File: config.mk
export PLATFORM = sky130hd
export DESIGN_NAME = spi_byte_receiver
export DESIGN_NICKNAME = d
export VERILOG_FILES = /design/src/rtl/spi_byte_receiver.sv
export SDC_FILE = /design/constraint.sdc
export NUM_CORES = 1
export LEC_CHECK = 0
export ABC_AREA = 1
export CAP_MARGIN = 30
export CORE_MARGIN = 2
export CORE_UTILIZATION = 50
export CTS_CLUSTER_SIZE = 24
export DETAILED_ROUTE_END_ITERATION = 10
export GPL_TIMING_DRIVEN = 0
export PLACE_DENSITY = 0.82
export REMOVE_ABC_BUFFERS = 1
export SLEW_MARGIN = 10
export SYNTH_ARGS = -nofsm -noshare
export SYNTH_HDL_FRONTEND = slang
export SYNTH_SLANG_ARGS = --single-unit
File: constraint.sdc
create_clock -name clk -period 1.6 [get_ports clk]
set_input_delay 0.48 -clock clk [delete_from_list [all_inputs] [get_ports clk]]
set_output_delay 0.48 -clock clk [all_outputs]
set_load 0.1 [all_outputs]
File: src/rtl/spi_byte_receiver.sv
// spi_byte_receiver: SPI mode-0 slave that assembles MOSI bytes in the clk domain.
// Optional MISO transmit path is built when the SPI_MISO_EN macro is defined.
`default_nettype none

module spi_byte_receiver #(
    parameter int SYNC_STAGES = 2
) (
    input  logic       clk,
    input  logic       reset,
    input  logic       sclk,
    input  logic       mosi,
    input  logic       cs_n,
    output logic       miso,
    input  logic [7:0] tx_data,
    output logic       tx_load,
    output logic [7:0] data_out,
    output logic       data_out_ready,
    output logic [7:0] data_out_count,
    output logic       cs_n_out
);

    typedef enum logic {
        IDLE   = 1'b0,
        ACTIVE = 1'b1
    } state_t;

    state_t                 state;
    logic [SYNC_STAGES-1:0] sclk_sync;
    logic [SYNC_STAGES-1:0] mosi_sync;
    logic [SYNC_STAGES-1:0] cs_sync;
    logic                   sclk_hist;
    logic                   post_rst;
    logic                   armed;
    logic [7:0]             shift_reg;
    logic [2:0]             bit_cnt;

    logic       sync_sclk;
    logic       sync_mosi;
    logic       sync_cs_n;
    logic       rise;
    logic       fall;
    logic       start;
    logic       byte_done;
    logic [7:0] next_byte;

    assign sync_sclk = sclk_sync[SYNC_STAGES-1];
    assign sync_mosi = mosi_sync[SYNC_STAGES-1];
    assign sync_cs_n = cs_sync[SYNC_STAGES-1];
    assign rise      = sync_sclk & ~sclk_hist;
    assign fall      = ~sync_sclk & sclk_hist;
    assign next_byte = {shift_reg[6:0], sync_mosi};
    assign start     = (state == IDLE) && armed && !sync_cs_n;
    assign byte_done = (state == ACTIVE) && !sync_cs_n && rise && (bit_cnt == 3'd7);
    assign cs_n_out  = sync_cs_n;

    // armed only sets once the first stage has sampled a real high on cs_n after
    // reset, so a chip select held low through reset cannot restart a transaction.
    always_ff @(posedge clk) begin
        if (reset) begin
            state          <= IDLE;
            sclk_sync      <= '0;
            mosi_sync      <= '0;
            cs_sync        <= '1;
            sclk_hist      <= 1'b0;
            post_rst       <= 1'b0;
            armed          <= 1'b0;
            shift_reg      <= 8'd0;
            bit_cnt        <= 3'd0;
            data_out       <= 8'd0;
            data_out_ready <= 1'b0;
            data_out_count <= 8'd0;
        end else begin
            sclk_sync      <= {sclk_sync[SYNC_STAGES-2:0], sclk};
            mosi_sync      <= {mosi_sync[SYNC_STAGES-2:0], mosi};
            cs_sync        <= {cs_sync[SYNC_STAGES-2:0], cs_n};
            sclk_hist      <= sync_sclk;
            post_rst       <= 1'b1;
            data_out_ready <= 1'b0;
            if (post_rst && cs_sync[0]) begin
                armed <= 1'b1;
            end
            case (state)
                IDLE: begin
                    shift_reg      <= 8'd0;
                    bit_cnt        <= 3'd0;
                    data_out_count <= 8'd0;
                    if (start) begin
                        state <= ACTIVE;
                    end
                end
                ACTIVE: begin
                    if (sync_cs_n) begin
                        state          <= IDLE;
                        shift_reg      <= 8'd0;
                        bit_cnt        <= 3'd0;
                        data_out_count <= 8'd0;
                    end else if (rise) begin
                        shift_reg <= next_byte;
                        bit_cnt   <= bit_cnt + 3'd1;
                        if (byte_done) begin
                            data_out       <= next_byte;
                            data_out_ready <= 1'b1;
                            if (data_out_count != 8'd255) begin
                                data_out_count <= data_out_count + 8'd1;
                            end
                        end
                    end
                end
                default: state <= IDLE;
            endcase
        end
    end

`ifdef SPI_MISO_EN
    logic [7:0] tx_shift;
    logic       skip_fall;
    logic       tx_load_r;

    // A byte loaded at the strobe already shows its MSB; the fall that trails
    // the last rise of the previous byte must not shift it away.
    always_ff @(posedge clk) begin
        if (reset) begin
            tx_shift  <= 8'd0;
            skip_fall <= 1'b0;
            tx_load_r <= 1'b0;
        end else begin
            tx_load_r <= 1'b0;
            if (state == IDLE) begin
                skip_fall <= 1'b0;
                if (start) begin
                    tx_shift  <= tx_data;
                    tx_load_r <= 1'b1;
                end else begin
                    tx_shift <= 8'd0;
                end
            end else if (sync_cs_n) begin
                tx_shift  <= 8'd0;
                skip_fall <= 1'b0;
            end else if (byte_done) begin
                tx_shift  <= tx_data;
                tx_load_r <= 1'b1;
                skip_fall <= 1'b1;
            end else if (fall) begin
                if (skip_fall) begin
                    skip_fall <= 1'b0;
                end else begin
                    tx_shift <= {tx_shift[6:0], 1'b0};
                end
            end
        end
    end

    assign miso    = tx_shift[7];
    assign tx_load = tx_load_r;
`else
    logic unused_tx_data;
    assign unused_tx_data = ^tx_data;
    assign miso           = 1'b0;
    assign tx_load        = 1'b0;
`endif

endmodule

`default_nettype wire

Word-level counts from Yosys, hierarchy flattened
Index checks and enable logic that the tools add are counted.

storage, ports and cells
  bits in registers = 37
  latch bits = 0
  memory bits (writable) = 0
  ROM bits = 0
  input bits = 13
  output and inout port bits = 20
  logic and storage cells = 50
  memories kept = 0

operators by class
  add/sub/neg operators = 2
  $mul = 0
  divide/modulo/power cells = 0
  magnitude comparators = 0
  equal/unequal tests = 5
  shift operators = 0
  muxes and demuxes = 16
  bitwise operators = 5
  reductions and logical operators = 10

operators by type and width
  kind                                            number
  2-to-1 mux 8 bit                                4
  case mux 8 bit (2 select lines)                 1
  2-to-1 mux 7 bit                                2
  case mux 7 bit (2 select lines)                 1
  != test 3 x 1 -> 1 bit (second input constant)  3
  adder 8 x 1 -> 8 bit (second input constant)    1
  != test 8 bit (second input constant)           1
  logical AND 1 bit                               6
  2-to-1 mux 3 bit                                2
  case mux 3 bit (2 select lines)                 1
  2-to-1 mux 1 bit                                4
  inverter 1 bit                                  4
  AND reduction 4 bit                             1
  OR reduction 4 bit                              1
  adder 3 x 1 -> 3 bit (second input constant)    1
  == test 3 bit (second input constant)           1
  AND reduction 3 bit                             1
  case mux 1 bit (2 select lines)                 1
  AND 1 bit                                       1
  logical NOT 1 bit                               1

Logic depth before layout (Yosys ltp)
  depth in word-level cells = 8
  mapped depth = 9
  depth with buffers taken out = 9

Least setup slack after synthesis
OpenSTA, ideal clock, no wires.

  path kind = flip-flop to flip-flop
  start = reg data_out_count[0]
  end = reg data_out_count[1]
  library setup time = 0.117 ns
  arrival = 1.933 ns
  required time = 1.483 ns
  slack = -0.449 ns
  cell stages (with the launch flop) = 9
  path buffers = 0
  clock period less this slack = 2.049 ns
  path through = dfxtp_1 > ha_1 > nand2_1 > nor2_4 > nand2_2 > nand2_2 > inv_1 > nor2_1 > nor2_1

on the way
  cells in the longest elaborated chain, start to end = 6
  elaborated cells between the ends (all ways) = 9
  classes of those cells = 1 x add/sub; 2 x eq/ne; 5 x mux; 1 x reduce/logical

RTL lines
  item                             RTL line  source
  start, declared                  18        output logic [7:0] data_out_count,
  start signal, assigned           104       data_out_count <= data_out_count + 8'd1;
  adder 8 x 1 -> 8 bit             104
  2-to-1 mux 8 bit                 103       if (data_out_count != 8'd255) begin
  2-to-1 mux 8 bit                 100       if (byte_done) begin
  2-to-1 mux 8 bit                 97        end else if (rise) begin
  2-to-1 mux 8 bit                 92        if (sync_cs_n) begin
  case mux 8 bit (2 select lines)  82        case (state)

Parallel ways exist; a longest one is shown, timed or not. The select of a mux whose other input is x is not followed.
A chain may end at the register's enable or synchronous reset.

Worst setup path after layout
  start = reg data_out_count[4]
  end = out data_out_count[4]

No word-level cell between the ends.

==> flow_summary.yaml <==
outcome:
  outcome: "finished, final reports clean"
logic_synthesis:
  synth_top_area_share_pct: 47.0
  synthCells: 194
  yosysUniqueCellTypes: 28
  synth.area.top_cells: "dfxtp_1 (47%), inv_1 (8.3%), nand3_1 (7.3%), nand2_1 (5.0%), nor2_1 (4.5%)"
  synth_edf_count: 0
  synth_xor_area_share_pct: 0
  synth-seq-cells: 37
  avgSynthCellArea_um2: 8.13
  synth_top_family_by_area: "simple AND/OR/NAND/NOR gates"
  synth_compound_area_share_pct: 12.1
  synth.area.mux_share_pct: 0
  synthFlopType: "dfxtp_1"
  synthArstFlopShare_pct: 0
  synth_fa_ha_area_share_pct: 2.38
  synth.most_common_cell: "dfxtp_1"
  ys_seq_area_share_pct: 47.0
  ys_warn_count: 0
  synthTopCellsByCount: "dfxtp_1 (37), inv_1 (35), nand3_1 (23)"
  synth_largest_area_cell: "dfxtp_1"
  yosys.area_share.simple_pct: 26.4
  synth_area_um2: 1580
routing:
  drc: 0
  routed_wl_um: 2670
  first_pass_iters: 4
  dr_wl_met2_um: 1280
  dr_total_vias: 1241
  viasPerCell: 4.68
  wl_per_cell_um: 10.1
  met1_length_um: 1210
  drt-initial-drc-count: 38
  ant_nets: 0
  highest_layer: "met4"
  met3_length_um: 112
critical_path:
  critPathLaunchType: "flop"
  cp_cell_sequence: "buf_4"
  cp.depth: 1
  slowest_delay_ns: 0.40
  critical_path_arrival_ns: 1.05
  crit_start: "data_out_count[4]$_SDFFE_PP0P_"
  path_delay_family: "flip-flops"
  endpoint_kind: "output port"
  reg2reg_depth: 8
  required_ns: 1.12
  crit_buf_inv: 1
  path_class: "flop to output port"
  crit_fanout: 4
  reg2reg_from: "bit_cnt[0]$_SDFFE_PP0P_"
  slowest_stage: "dfxtp_1"
sta:
  setup_ws_ns: 0.0683
  rsz0062_at_grt: "no"
  setup_viol: 0
  slew_violations: 0
  setup_tns_ns: 0
  clock.fmax_mhz: 653
  period_minus_slack_ns: 1.53
  fin_worst_skew_ns: 0.0123
  finalHoldViolCount: 0
  period_share_pct: 95.7
job:
  cap_violations: 0
power_and_ir_drop:
  ir_drop_mv: 0.709
  power.total_mw: 1.51
  power_leakage_nw: 0.733
  power.density_nw_per_um2: 811
global_route:
  grt_first_pass_wirelength_um: 4460
  antenna_found_initial: 0
  grt_overflow: 0
  grt_max_degree: 21
  grt_pass1_vias: 1107
  track_usage_pct: 17.1
finish:
  drive_above_1_share_pct: 25.3
  diodes: 0
  num-fill-cells: 283
  syn2layout_area_growth_pct: 18.0
  multiInputGateArea_um2: 652
  final_area_um2: 1860
  ff_latch_area_um2: 743
  nNetsFinal: 236
clock_network:
  htreeDepth: 2
  numCtsBuffers: 5
  cts_max_path_buffers: 2
  clock_sinks: 37
  path_clk_slew_ns: 0.12
  clock_latency_ns: 0.34
  cts_tree: "built"
  clockRootBuffer: "clkbuf_4"
die:
  placementRows: 20
  dieArea_um2: 3620
  fp.dieW_um: 60.2
  start_util_pct: 52.1
  coreArea_um2: 3030
  die_height_um: 60.2
  ios: 33
placement:
  place_ws_ns: -0.725
  gp_congestion: 0.893
  dp_hpwl_um: 1890
  numPortBuffers: 22
  place_area_um2: 1820
worst_hold_path:
  hp-class: "flop to flop"
  hp-start: "sclk_sync[0]$_SDFF_PP0_"
  holdPathStages: 2
[worst min-delay path, delay by kind of cell, from the launching register on]
family	cells	cell delay, ns
buffers and inverters	1	0.04
flip-flops	1	0.32
AND/OR/NAND/NOR	1	0.03
[logic make-up (layout without fill, tap and decap cells)]
| kind of cell | Yosys count | after routing |
|---|---|---|
| other cells | 1 | 2 |
| simple gates | 80 | 80 |
| fa+ha+maj | 3 | 3 |
| compound gates | 29 | 29 |
| buf+inv | 44 | 70 |
| flops | 37 | 37 |
[per-stage QoR]
stage / utilization, % / instances / hold WS, ns
finish: 61.4 / 265 / 0.411
global placement: 60.1 / 256 / 0.390
detailed placement: 60.1 / 256 / 0.399
global route: 61.4 / 265 / 0.438
floorplan: - / 190 / 0.388
CTS: 60.5 / 264 / 0.416
[path summary, 6_finish.rpt]
| check | slack (ns) | end |
|---|---|---|
| worst max register to register | 0.17 | data_out_count[7]$_SDFFE_PP0P_ |
| worst min-delay path | 0.41 | sclk_sync[1]$_SDFF_PP0_ |
| worst min register to register | 0.41 | sclk_sync[1]$_SDFF_PP0_ |
| worst max-delay path | 0.07 | data_out_count[4] |
[metal layers]
layer / vias to the layer above / GRT usage (%)
met3: 6 / 6.71
met5: - / 0
met1: 548 / 18.1
li1: 660 / -
met4: 0 / 9.84
met2: 27 / 28.6
[layout by cell type (no fill, tap or decap), types with 6 or more instances in the layout]
master / n
inv_1: 35
dfxtp_1: 35
nand3_1: 23
nand2_1: 21
nor2_1: 19
buf_4: 13
a21oi_1: 11
o21ai_2: 8
clkbuf_4: 7
o22ai_1: 6
[report_power, final]
part / internal [mW] / total [mW] / switching, mW
Combinational: 0.0173 / 0.0708 / 0.0535
Clock: 0.174 / 0.502 / 0.328
Sequential: 0.932 / 0.937 / 0.00505
[timing repair]
item                                    4_1_cts  5_1_grt
pin swaps                                     0        1
buffers inserted                              0        1
endpoints found under the setup margin       35        8
gates resized for setup                     109        8
hold buffers                                  0        0
[area by class of cell]
class / count / area share (%)
flip-flops and latches: 37 / 39.9
multi-input cells: 114 / 35.0
repair buffers: 23 / 10.7
inverters: 39 / 8.14
well taps: 44 / 2.96
clock buffers: 5 / 2.02
clock inverters: 3 / 1.21
Note: power is estimated with default switching activity, not from simulation.
